### src/rtl/eth_pkg.sv
// Shared constants, state encoding and helpers for the Ethernet frame transmitter.
package eth_pkg;

    localparam int ETH_MAC_LEN       = 6;
    localparam int ETH_ETHERTYPE_LEN = 2;
    localparam int ETH_CRC_LEN       = 4;
    localparam int ETH_MIN_PAYLOAD   = 46;
    localparam int ETH_HDR_LEN       = 2 * ETH_MAC_LEN + ETH_ETHERTYPE_LEN;

    localparam logic [31:0] CRC_INIT = 32'hFFFFFFFF;
    localparam logic [31:0] CRC_POLY = 32'hEDB88320;
    localparam logic [7:0]  SFD      = 8'hD5;
    localparam logic [7:0]  PRE      = 8'h55;

    typedef logic [2:0] state_t;

    localparam state_t StIdle = 3'd0;
    localparam state_t StPre  = 3'd1;
    localparam state_t StHdr  = 3'd2;
    localparam state_t StPay  = 3'd3;
    localparam state_t StPad  = 3'd4;
    localparam state_t StFcs  = 3'd5;
    localparam state_t StGap  = 3'd6;

    function automatic logic [10:0] sat_inc(input logic [10:0] v);
        return (v == 11'h7FF) ? v : v + 11'd1;
    endfunction

endpackage

### src/rtl/crc32_lane.sv
// Reflected CRC-32 that absorbs LANE_W bits per cycle, or shifts the register out
// LANE_W bits at a time (filling with ones) while the FCS is being sent.
module crc32_lane
    import eth_pkg::*;
#(
    parameter int LANE_W = 2
) (
    input  logic              clk,
    input  logic              rst,
    input  logic              init,
    input  logic              shift,
    input  logic              inclk,
    input  logic [LANE_W-1:0] in,
    output logic [31:0]       out
);

    logic [31:0]              crc_q;
    logic [LANE_W:0][31:0]    stage;

    assign stage[0] = crc_q;

    for (genvar i = 0; i < LANE_W; i++) begin : g_bit
        assign stage[i+1] = (stage[i] >> 1) ^ ((stage[i][0] ^ in[i]) ? CRC_POLY : 32'h0);
    end

    always_ff @(posedge clk) begin
        if (rst || init) begin
            crc_q <= CRC_INIT;
        end else if (inclk) begin
            crc_q <= stage[LANE_W];
        end else if (shift) begin
            crc_q <= {{LANE_W{1'b1}}, crc_q[31:LANE_W]};
        end
    end

    assign out = crc_q;

endmodule

### src/rtl/eth_frame_tx.sv
// Ethernet frame transmitter emitting preamble..FCS as LANE_W-bit lanes, then the gap.
// Define ETH_TX_PAD_EN to zero-pad short payloads to the 46-byte minimum.
module eth_frame_tx
    import eth_pkg::*;
#(
    parameter int LANE_W         = 2,
    parameter int PREAMBLE_BYTES = 7,
    parameter int GAP_BYTES      = 12,
    parameter int MAX_PAYLOAD    = 1500
) (
    input  logic              clk,
    input  logic              rst,
    input  logic              start,
    input  logic [47:0]       dst_mac,
    input  logic [47:0]       src_mac,
    input  logic [15:0]       ethertype,
    input  logic              in_valid,
    input  logic [7:0]        in_byte,
    input  logic              in_last,
    output logic              in_ready,
    output logic              out_valid,
    output logic [LANE_W-1:0] out,
    output logic              busy,
    output logic              done,
    output logic              err
);

    localparam int BPL = 8 / LANE_W;
    localparam int LCW = (BPL > 1) ? $clog2(BPL) : 1;
    localparam logic [LCW-1:0] LANE_LAST = LCW'(BPL - 1);

    state_t         state_q, state_d;
    logic [LCW-1:0] lane_q, lane_d;
    logic [10:0]    cnt_q, cnt_d, cnt_next;
    logic [7:0]     sh_q, sh_d;
    logic [111:0]   hdr_q, hdr_d;
    logic           last_q, last_d;
    logic           bad_q, bad_d;
    logic           lane_end, req;
    logic           crc_init, crc_inclk, crc_shift;
    logic [31:0]    crc;
    logic [LANE_W-1:0] fcs_lane;
    logic           unused_crc;

    assign lane_end = (lane_q == LANE_LAST);
    assign cnt_next = sat_inc(cnt_q);

    always_comb begin
        state_d   = state_q;
        lane_d    = lane_q;
        cnt_d     = cnt_q;
        sh_d      = sh_q;
        hdr_d     = hdr_q;
        last_d    = last_q;
        bad_d     = bad_q;
        in_ready  = 1'b0;
        err       = 1'b0;
        done      = 1'b0;
        req       = 1'b0;
        crc_init  = 1'b0;
        crc_inclk = (state_q == StHdr) || (state_q == StPay) || (state_q == StPad);
        crc_shift = (state_q == StFcs);

        if (state_q != StIdle) begin
            lane_d = lane_end ? '0 : lane_q + LCW'(1);
            if (!lane_end) sh_d = sh_q >> LANE_W;
        end

        unique case (state_q)
            StIdle: begin
                if (start) begin
                    hdr_d   = {dst_mac, src_mac, ethertype};
                    state_d = StPre;
                    lane_d  = '0;
                    cnt_d   = '0;
                    last_d  = 1'b0;
                    bad_d   = 1'b0;
                    sh_d    = (PREAMBLE_BYTES == 0) ? SFD : PRE;
                end
            end
            StPre: begin
                if (lane_end) begin
                    if (cnt_q == 11'(PREAMBLE_BYTES)) begin
                        crc_init = 1'b1;
                        state_d  = StHdr;
                        cnt_d    = '0;
                        sh_d     = hdr_q[111:104];
                        hdr_d    = hdr_q << 8;
                    end else begin
                        cnt_d = cnt_next;
                        sh_d  = (cnt_next == 11'(PREAMBLE_BYTES)) ? SFD : PRE;
                    end
                end
            end
            StHdr: begin
                if (lane_end) begin
                    if (cnt_q == 11'(ETH_HDR_LEN - 1)) begin
                        cnt_d = '0;
                        req   = 1'b1;
                    end else begin
                        cnt_d = cnt_next;
                        sh_d  = hdr_q[111:104];
                        hdr_d = hdr_q << 8;
                    end
                end
            end
            StPay: begin
                if (lane_end) begin
                    if (last_q) begin
`ifdef ETH_TX_PAD_EN
                        if (cnt_q < 11'(ETH_MIN_PAYLOAD)) begin
                            state_d = StPad;
                            sh_d    = 8'h00;
                            cnt_d   = cnt_next;
                        end else begin
                            state_d = StFcs;
                            cnt_d   = '0;
                        end
`else
                        state_d = StFcs;
                        cnt_d   = '0;
`endif
                    end else if (cnt_q >= 11'(MAX_PAYLOAD)) begin
                        err     = 1'b1;
                        bad_d   = 1'b1;
                        state_d = StFcs;
                        cnt_d   = '0;
                    end else begin
                        req = 1'b1;
                    end
                end
            end
`ifdef ETH_TX_PAD_EN
            StPad: begin
                if (lane_end) begin
                    if (cnt_q >= 11'(ETH_MIN_PAYLOAD)) begin
                        state_d = StFcs;
                        cnt_d   = '0;
                    end else begin
                        sh_d  = 8'h00;
                        cnt_d = cnt_next;
                    end
                end
            end
`endif
            StFcs: begin
                if (lane_end) begin
                    if (cnt_q == 11'(ETH_CRC_LEN - 1)) begin
                        state_d = StGap;
                        cnt_d   = '0;
                    end else begin
                        cnt_d = cnt_next;
                    end
                end
            end
            StGap: begin
                if (lane_end) begin
                    if (cnt_q == 11'(GAP_BYTES - 1)) begin
                        done    = 1'b1;
                        state_d = StIdle;
                    end else begin
                        cnt_d = cnt_next;
                    end
                end
            end
            default: state_d = StIdle;
        endcase

        // Payload request on the last lane of the previous byte; a miss is an underrun.
        if (req) begin
            in_ready = 1'b1;
            if (in_valid) begin
                state_d = StPay;
                sh_d    = in_byte;
                last_d  = in_last;
                cnt_d   = (state_q == StHdr) ? 11'd1 : cnt_next;
            end else begin
                err     = 1'b1;
                bad_d   = 1'b1;
                state_d = StFcs;
                cnt_d   = '0;
            end
        end
    end

    always_ff @(posedge clk) begin
        if (rst) begin
            state_q <= StIdle;
            lane_q  <= '0;
            cnt_q   <= '0;
            sh_q    <= '0;
            hdr_q   <= '0;
            last_q  <= 1'b0;
            bad_q   <= 1'b0;
        end else begin
            state_q <= state_d;
            lane_q  <= lane_d;
            cnt_q   <= cnt_d;
            sh_q    <= sh_d;
            hdr_q   <= hdr_d;
            last_q  <= last_d;
            bad_q   <= bad_d;
        end
    end

    crc32_lane #(
        .LANE_W(LANE_W)
    ) u_crc (
        .clk  (clk),
        .rst  (rst),
        .init (crc_init),
        .shift(crc_shift),
        .inclk(crc_inclk),
        .in   (sh_q[LANE_W-1:0]),
        .out  (crc)
    );

    // An aborted frame sends the register uncomplemented so the receiver's check fails.
    assign fcs_lane   = bad_q ? crc[LANE_W-1:0] : ~crc[LANE_W-1:0];
    assign unused_crc = ^crc;

    assign busy      = (state_q != StIdle);
    assign out_valid = (state_q == StPre) || (state_q == StHdr) || (state_q == StPay) ||
                       (state_q == StPad) || (state_q == StFcs);
    assign out       = !out_valid ? '0 : ((state_q == StFcs) ? fcs_lane : sh_q[LANE_W-1:0]);

endmodule
### config.mk
export PLATFORM = sky130hd
export DESIGN_NAME = eth_frame_tx
export DESIGN_NICKNAME = d
export VERILOG_FILES = /design/src/rtl/eth_pkg.sv /design/src/rtl/crc32_lane.sv /design/src/rtl/eth_frame_tx.sv
export SDC_FILE = /design/constraint.sdc
export NUM_CORES = 1
export LEC_CHECK = 0
export CAP_MARGIN = 10
export CORE_MARGIN = 1
export CORE_UTILIZATION = 28
export DETAILED_ROUTE_END_ITERATION = 16
export GPL_TIMING_DRIVEN = 0
export SLEW_MARGIN = 20
export SYNTH_ARGS = -nofsm -noshare
export SYNTH_HDL_FRONTEND = slang
export SYNTH_SLANG_ARGS = --single-unit
### constraint.sdc
create_clock -name clk -period 3.8 [get_ports clk]
set_input_delay 0.76 -clock clk [delete_from_list [all_inputs] [get_ports clk]]
set_output_delay 0.76 -clock clk [all_outputs]
set_load 0.005 [all_outputs]
### Word level (Yosys, flattened, before mapping)

Cells that the tools add are included.

| word-level totals | value |
|---|---|
| register bits after elaboration | 170 |
| bits in latches | 0 |
| bits in writable memories | 0 |
| ROM bits | 0 |
| bits of input ports | 125 |
| output and inout port bits | 7 |
| logic and storage cells | 149 |
| memories kept | 0 |

| cells by class | value |
|---|---|
| $add $sub $neg | 2 |
| $mul | 0 |
| div/mod/pow operators | 0 |
| order comparisons | 1 |
| equal/unequal tests | 30 |
| shifts and indexed selects | 0 |
| muxes and demuxes | 88 |
| bitwise operators | 5 |
| reductions and logical operators | 15 |

Operator list:

| operator | number |
|---|---|
| 112-bit 2-to-1 mux | 5 |
| 112-bit one-hot mux with 3 select lines | 1 |
| 11-bit 2-to-1 mux | 16 |
| 32-bit 2-to-1 mux | 4 |
| 8-bit 2-to-1 mux | 10 |
| 11-bit one-hot mux with 6 select lines | 1 |
| 31-bit by 32-bit XOR with 32-bit output | 2 |
| 3-bit 2-to-1 mux | 12 |
| 1-bit 2-to-1 mux | 28 |
| 3-bit inequality test, second input constant | 9 |
| 8-bit one-hot mux with 3 select lines | 1 |
| 11-bit by 3-bit equality test with 1-bit output, second input constant | 2 |
| 11-bit by 4-bit equality test with 1-bit output, second input constant | 2 |
| 3-bit one-hot mux with 6 select lines | 1 |
| 2-bit 2-to-1 mux | 7 |
| 2-bit inequality test, second input constant | 6 |
| 11-bit by 1-bit adder with 11-bit output, second input constant | 1 |
| 11-bit equality test, second input constant | 1 |
| 11-bit by 2-bit equality test with 1-bit output, second input constant | 1 |
| 11-bit greater-or-equal comparator, second input constant | 1 |
| 10-bit AND reduction | 1 |
| 3-bit equality test, second input constant | 3 |
| 9-bit AND reduction | 1 |
| 1-bit logical OR | 7 |
| other kinds (14) | 18 |

### Logic depth before layout (Yosys ltp)

Gate-level depths: netlist of run 1.

| depth | value |
|---|---|
| depth in word-level cells | 9 |
| mapped depth | 11 |
| gate-level depth less buffers | 10 |

### Modules after synthesis

A second synthesis of run 1 with hierarchy kept.

| second synthesis, totals | value |
|---|---|
| cells, all modules | 1083 |
| area total of the unflattened synthesis | 8637.0 µm² |

Modules (own cells, without submodules):

| module | instances | cells each | area each (µm²) | sequential area each (µm²) |
|---|---|---|---|---|
| eth_frame_tx | 1 | 928 | 7332.0 | 2762.6 |
| crc32_lane | 1 | 155 | 1305.0 | 640.6 |

### Least setup slack after synthesis of run 1

Ideal clock, no wire load.

| path | value |
|---|---|
| kind | register to register |
| from | register cnt_q[4] |
| to | register cnt_q[3] |
| setup time | 75 ps |
| arrival | 2698 ps |
| required time | 3725 ps |
| slack | 1027 ps |
| cell stages (with the launch flop) | 11 |
| buffers on the path | 3 |
| clock period less this slack | 2773 ps |
| path through | dfxtp_1 > buf_6 > or4_1 > buf_2 > or4_4 > nor2_4 > o21ai_2 > and2_4 > buf_6 > or4b_1 > a31oi_1 |

| between the ends | value |
|---|---|
| cells in the longest elaborated chain, start to end | 7 |
| elaborated cells on any way between the ends | 35 |
| those cells by class | order compare: 1; eq/ne: 13; mux: 19; reduce/logical: 2 |

RTL lines:

| what | line | source |
|---|---|---|
| from (decl) | eth_frame_tx.sv:34 | `logic [10:0] cnt_q, cnt_d, cnt_next;` |
| from (signal assigned) | eth_frame_tx.sv:198 | `cnt_q <= cnt_d;` |
| 11-bit greater-or-equal comparator | eth_frame_tx.sv:123 | `end else if (cnt_q >= 11'(MAX_PAYLOAD)) begin` |
| 1-bit 2-to-1 mux | eth_frame_tx.sv:123 |  |
| 1-bit 2-to-1 mux | eth_frame_tx.sv:109 | `if (last_q) begin` |
| 1-bit 2-to-1 mux | eth_frame_tx.sv:108 | `if (lane_end) begin` |
| 1-bit one-hot mux with 2 select lines | eth_frame_tx.sv:69 | `unique case (state_q)` |
| 4-bit inequality test (no source line), or another cell as far along | -- |  |
| 9-bit AND reduction (no source line) | -- |  |

Parallel ways exist; a longest one is shown, timed or not. The select of a mux whose other input is x is not followed.
A chain may end at the register's enable or synchronous reset.

### Worst setup path in the final report of run 1

| path | value |
|---|---|
| from | register cnt_q[4] |
| to | output port err |

| between the ends | value |
|---|---|
| cells in the longest elaborated chain, start to end | 7 |
| elaborated cells on any way between the ends | 14 |
| those cells by class | order compare: 1; eq/ne: 1; mux: 12 |

RTL lines:

| what | line | source |
|---|---|---|
| 11-bit greater-or-equal comparator | eth_frame_tx.sv:123 |  |
| 1-bit 2-to-1 mux | eth_frame_tx.sv:123 |  |
| 1-bit 2-to-1 mux | eth_frame_tx.sv:109 |  |
| 1-bit 2-to-1 mux | eth_frame_tx.sv:108 |  |
| 1-bit 2-to-1 mux | eth_frame_tx.sv:69 |  |
| 1-bit 2-to-1 mux | eth_frame_tx.sv:172 | `if (in_valid) begin` |
| 1-bit 2-to-1 mux * | eth_frame_tx.sv:170 | `if (req) begin` |
| to (decl) | eth_frame_tx.sv:25 | `output logic err` |

Every way passes the cells marked *; elsewhere a longest branch is shown, timed or not.

==> results of run 1 <==
stage by stage:
| stage | power, mW | instance area [sq um] | instances | hold slack, ns |
|---|---|---|---|---|
| final | 7.64 | 10500 | 1613 | 0.462 |
| after global routing | 8.25 | 10500 | 1612 | 0.479 |
| after CTS | 7.69 | 10500 | 1612 | 0.465 |
| after detailed placement | 5.93 | 9880 | 1581 | 0.448 |
| after global placement | 5.88 | 9880 | 1581 | 0.446 |
| after floorplan | 4.91 | 8100 | 1072 | 0.432 |
power groups by stage:
stage	sequential [mW]	clock [mW]	combinational [mW]
6_report	2.56	1.75	3.33
5_1_grt	2.61	1.85	3.79
3_5_place_dp	2.59	0	3.34
2_1_floorplan	2.50	0	2.41
3_3_place_gp	2.58	0	3.30
4_1_cts	2.55	1.77	3.36
worst min-delay path: cells and delay by family, from the launching register on:
kind             cells  cell delay [ns]
flip-flops           1             0.32
AND/OR/NAND/NOR      1             0.05
AO/OA/AOI/OAI        1             0.05
sequential cells by signal, indices dropped and copies added (netlist names):
| signal | count |
|---|---|
| hdr_q | 112 |
| u_crc.out | 32 |
| cnt_q | 11 |
| sh_q | 8 |
| state_q | 3 |
| lane_q | 2 |
| bad_q | 1 |
| last_q | 1 |
cells in the final DEF (no fill, tap or decap), types with 3 or more instances in the layout:
cell and n:
a21oi_1 41, clkbuf_1 63, ha_1 9, mux2i_1 5, nand2_1 276, nand3_1 35, nor4_1 3, buf_2 16
buf_4 5, xnor2_1 6, o21ai_0 35, and3_1 3, clkbuf_16 17, nand4_1 5, dfxtp_1 170, o22ai_1 3
a211oi_1 9, nor3_1 20, inv_6 5, a221oi_1 5, nor2_1 169, inv_8 4, inv_1 9, nor2b_1 3
a31oi_1 9, a311oi_1 106, clkdlybuf4s50_1 131, nand2b_1 4, xor2_1 18
area by class of cell:
class,count,area (sq um)
Clock buffer,17,425
Fill cell,3033,17600
Sequential cell,170,3400
Inverter,11,41.3
Buffer,90,407
Multi-Input combinational cell,801,4250
Tap cell,378,473
Timing Repair Buffer,131,1310
Clock inverter,14,153
Antenna cell,1,2.50
worst paths after layout:
| path | to | depth (start not counted) |
|---|---|---|
| setup reg to reg | hdr_q[107]$_SDFFE_PP0P_ | 9 |
| hold / removal | hdr_q[3]$_SDFFE_PP0P_ | 2 |
| setup / recovery | err | 8 |
| hold reg to reg | hdr_q[3]$_SDFFE_PP0P_ | 2 |
routing by layer:
layer	share of wire	vias to the layer above	routed length, um
met1	0.47	3768	11600
li1	-	4052	-
met3	0.053	18	1290
met2	0.47	229	11400
met5	0.00053	-	13
met4	0.0089	2	219
cell families after synthesis:
logic type,after synthesis,synth area share
adder cells (fa/ha/maj),9,0.0139
flip-flops,170,0.420
AND/OR/NAND/NOR,535,0.273
multiplexers,6,0.00757
XOR/XNOR,24,0.0260
AO/OA/AOI/OAI,227,0.204
buffers and inverters,101,0.0553
what timing repair did:
action	4_1_cts	5_1_grt
hold endpoints to repair	0	0
endpoints found under the setup margin	0	2
hold buffers	0	0
resized for setup	0	2
==> run summary, run 1 <==
CP peak stage delay: 0.56 ns
Hold Violations, Final: 0
Pint: 4.40 mW
CTS tree: built
Post-synth top cells: nand2_1 (276), dfxtp_1 (170), nor2_1 (169), a311oi_1 (106), clkbuf_1 (63)
DRT Pass-1 Iters: 5
Period utilization: 0.981
DR WL/cell: 15.2 um
First-pass GRT wire length: 39.4 mm
TritonCTS buffer count: 17
Largest net degree at the start of global routing: 18
Busiest layer in global routing: met2
H-tree depth: 4
Max transition margin: 0.451
Grt met3 use: 0.0298
Share of the synthesized area in the top cell type: 0.420
Initial Utilization: 0.288
Boundary pin count: 132
Layout net count: 1,356
Crit Path Category: flip-flop to output port
Gpl congestion: 0.879
Slew @ Worst Pin: 0.821 ns
CP endpoint kind: output port
Hold Startpoint: hdr_q[3]$_SDFFE_PP0P_
Grt ovf: 0
Pre-CTS setup slack: 0.242 ns
Die Span Y: 172 um
Fin crit period: 3.73 ns
ANT nets after route: 0
Sw frac: 0.424
# clock sinks: 170
Fmax: 0.268 GHz
Final setup fails: 0
Netlist cell types: 59
Count leader, synth: nand2_1
Post-DP HPWL: 18.2 mm
Clock share of power: 0.229
Fraction of layout cells with a size suffix above 1: 0.0519
CP Cell Sequence: buf_6 > or4_1 > buf_2 > or4_4 > nor3_1 > o21ai_1 > inv_1 > clkdlybuf4s50_1
Die Wd: 172 um
Worst path arrival time: 2.97 ns
CTS root buffer: clkbuf_16
Routing usage on met2: 0.276
Worst path required time: 3.04 ns
Vias: 8,069
Psw: 3.24 mW
Post-synth top area cell: dfxtp_1
Critical path peak fanout: 8
CP Launch Type: flip-flop
Met1 usage: 0.228
MaxCap Viol Count: 0
Syn Nets: 1,206
Power Dens Cells: 730 nW/um^2
Clock slew at reported path FFs: 0.07 ns
Clk_lat worst skew: 0.44 ns
Port-buffer cells: 131
Number of DRC markers in iteration 0: 517
Seq pwr share: 0.335
Number of flops mapped to enable cells by yosys: 0
Worst reg2reg startpoint: cnt_q[4]$_SDFFE_PP0P_
R2R setup slack: 0.28 ns
Mapped Avg Cell Area: 7.55 sq um
GRT Total Usage: 0.169
Avg Vias per Cell: 5.00
Hold crit path type: flip-flop to flip-flop
Status: complete, no violations
Critical path launch point: cnt_q[4]$_SDFFE_PP0P_
WL final: 24.5 mm
Vias in the first global route: 7,696
Setup repair after global routing missed its margin: yes
Post-Synthesis Cells: 1,072
Logic pwr share: 0.436
Core Box Area: 28,100 sq um
Area growth syn-to-layout: 29.2%
Most used DFF post-synth: dfxtp_1
Top cells by area, synth: dfxtp_1 (42%), nand2_1 (13%), a311oi_1 (11%)
Synth warn: 0
Number of buffers added for setup after CTS: 0
Seq/Total Area, Yosys: 0.420
Slowest-stage cell, CP: or4_4
Synthesis-stage register bit count: 170
Worst path bufs/invs: 4
Delay-heaviest family, CP: simple AND/OR/NAND/NOR gates
Antenna violations before repair: 2
Fin Setup TNS: 0 ns
CTS Buffer Depth: 2
Die area: 29,600 sq um
Setup slack after layout: 0.0738 ns
Drt drc: 0
Leak: 3.79 nW
Max Clock Skew: 0.0183 ns
Maximum VDD drop: 328 uV
Row count: 61
Max Slew Vio Count: 0
Finished Core Util: 0.373
Post-synth ARST share: 0
Post-Syn Area: 8100 sq um
(Power assumes the default switching activity.)
==> inputs of run 2 (changes only) <==
RECOVER_POWER = 25   (was not set)
==> run summary, run 2 (synthesis results as in run 1) <==
Status: complete, no violations
Design area: 10,500 sq um (about the same)
Fmax: 0.268 GHz (about the same)
Worst path arrival time: 2.97 ns (about the same)
Initial Utilization: 0.288 (unchanged)
Leak: 3.77 nW (-0.34%)
# clock sinks: 170 (unchanged)
ANT nets after route: 0 (unchanged)
Clk_lat worst skew: 0.44 ns (about the same)
Period utilization: 0.981 (about the same)
Power Dens Cells: 731 nW/um^2 (about the same)
Most used cells in the layout excluding fill and tap cells: nand2_1 (276), dfxtp_1 (170), nor2_1 (169), clkdlybuf4s50_1 (131), a311oi_1 (106)
CTS tree: built
CTS root buffer: clkbuf_16
Post-placement cell area: 9880 sq um (unchanged)
Critical path peak fanout: 8 (unchanged)
R2R setup slack: 0.29 ns (about the same)
Die area: 29,600 sq um (unchanged)
First-pass GRT wire length: 39.4 mm (unchanged)
Core Box Area: 28,100 sq um (unchanged)
Largest net degree at the start of global routing: 18 (unchanged)
Worst path required time: 3.04 ns (about the same)
Slew @ Worst Pin: 0.827 ns (+0.00612 ns)
Area growth syn-to-layout: 29.1% (about the same)
Crit Path Category: flip-flop to output port
Post-placement cell count: 1,581 (unchanged)
Vias in the first global route: 7,696 (unchanged)
Max transition margin: 0.447 (-0.00409)
DRT Pass-1 Iters: 5 (unchanged)
Row count: 61 (unchanged)
Number of buffers added for setup after CTS: 0 (unchanged)
MaxCap Viol Count: 0 (unchanged)
Logic pwr share: 0.436 (about the same)
TritonCTS buffer count: 17 (unchanged)
GRT Total Usage: 0.169 (unchanged)
Port-buffer cells: 131 (unchanged)
Gpl congestion: 0.879 (unchanged)
Drt drc: 0 (unchanged)
Biggest register: hdr_q
Maximum VDD drop: 328 uV (about the same)
Post-DP HPWL: 18.2 mm (unchanged)
WL final: 24.5 mm (about the same)
Clock slew at reported path FFs: 0.07 ns (about the same)
Finished Core Util: 0.372 (about the same)
Sw frac: 0.424 (about the same)
CTS Buffer Depth: 2 (unchanged)
Setup repair after global routing missed its margin: yes
Fraction of layout cells with a size suffix above 1: 0.0519 (unchanged)
H-tree depth: 4 (unchanged)
# fillers: 3,033 (unchanged)
Seq pwr share: 0.335 (about the same)
Avg Vias per Cell: 5.00 (about the same)
Max Clock Skew: 0.0183 ns (+0.00000180 ns)
Layout Cells excl Fill: 1,613 (unchanged)
Boundary pin count: 132 (unchanged)
Hold Violations, Final: 0 (unchanged)
DR WL/cell: 15.2 um (about the same)
Layout net count: 1,356 (unchanged)
Grt ovf: 0 (unchanged)
Psw: 3.24 mW (about the same)
Clock share of power: 0.229 (about the same)
Die Span Y: 172 um (unchanged)
Number of DRC markers in iteration 0: 523 (+1.2%)
Fin crit period: 3.73 ns (-0.000253 ns)
Antenna violations before repair: 2 (unchanged)
Commonest non-fill, non-tap cell in the layout: nand2_1
Hold crit path type: flip-flop to flip-flop
Max Slew Vio Count: 0 (unchanged)
Vias: 8,064 (-0.062%)
Pint: 4.40 mW (about the same)
Die Wd: 172 um (unchanged)
Max reg flops: 112 (unchanged)
Final setup fails: 0 (unchanged)
CP endpoint kind: output port
CP Launch Type: flip-flop
## run 2: per-layer routing
layer  vias up  part of all wire  track usage  routed length (um)
met2       233              0.47        0.276               11400
li1       4054                 -            -                   -
met3        18             0.054       0.0298                1330
met5         -           0.00053            0                  13
met4         2            0.0089       0.0439                 219
met1      3757              0.47        0.228               11600
## run 2: repair_timing
action	4_1_cts	5_1_grt
resized for setup	0	2
hold buffers	0	0
endpoints found under the setup margin	0	2
## run 2: worst max-delay path, cell delays in order, from the launching register on
cell and delay, ns:
dfxtp_1 0.31, buf_6 0.13, or4_1 0.49, buf_2 0.17
or4_4 0.56, nor3_1 0.18, o21ai_1 0.13, inv_1 0.09
clkdlybuf4s50_1 0.49
## run 2: final timing paths
kind / startpoint / end / depth (start not counted)
hold reg to reg: hdr_q[3]$_SDFFE_PP0P_ / hdr_q[3]$_SDFFE_PP0P_ / 2
setup / recovery: cnt_q[4]$_SDFFE_PP0P_ / err / 8
setup reg to reg: cnt_q[4]$_SDFFE_PP0P_ / hdr_q[107]$_SDFFE_PP0P_ / 9
hold / removal: hdr_q[3]$_SDFFE_PP0P_ / hdr_q[3]$_SDFFE_PP0P_ / 2
## run 2: metrics by stage
stage	worst slack, ns	hold slack, ns	power, mW	TNS, ns
6_report	0.0741	0.462	7.64	0
5_1_grt	-0.00528	0.479	8.25	-0.00528
4_1_cts	0.0367	0.465	7.69	0
3_5_place_dp	0.242	0.448	5.93	0
3_3_place_gp	0.289	0.446	5.88	0
2_1_floorplan	1.03	0.432	4.91	0
## run 2: power by group through the flow
stage	Combinational (mW)	Sequential [mW]	Clock (mW)
after detailed placement	3.34	2.59	0
after floorplan	2.41	2.50	0
after CTS	3.36	2.55	1.77
after global placement	3.30	2.58	0
final	3.33	2.56	1.75
after global routing	3.79	2.61	1.85
## run 2: final cells by class
type | instances | area, sq um | area share
Antenna cell | 1 | 2.50 | 0.000239
Buffer | 90 | 398 | 0.0381
Clock buffer | 17 | 425 | 0.0407
Clock inverter | 14 | 153 | 0.0146
Inverter | 11 | 41.3 | 0.00395
Multi-Input combinational cell | 801 | 4250 | 0.406
Sequential cell | 170 | 3400 | 0.326
Tap cell | 378 | 473 | 0.0452
Timing Repair Buffer | 131 | 1310 | 0.125
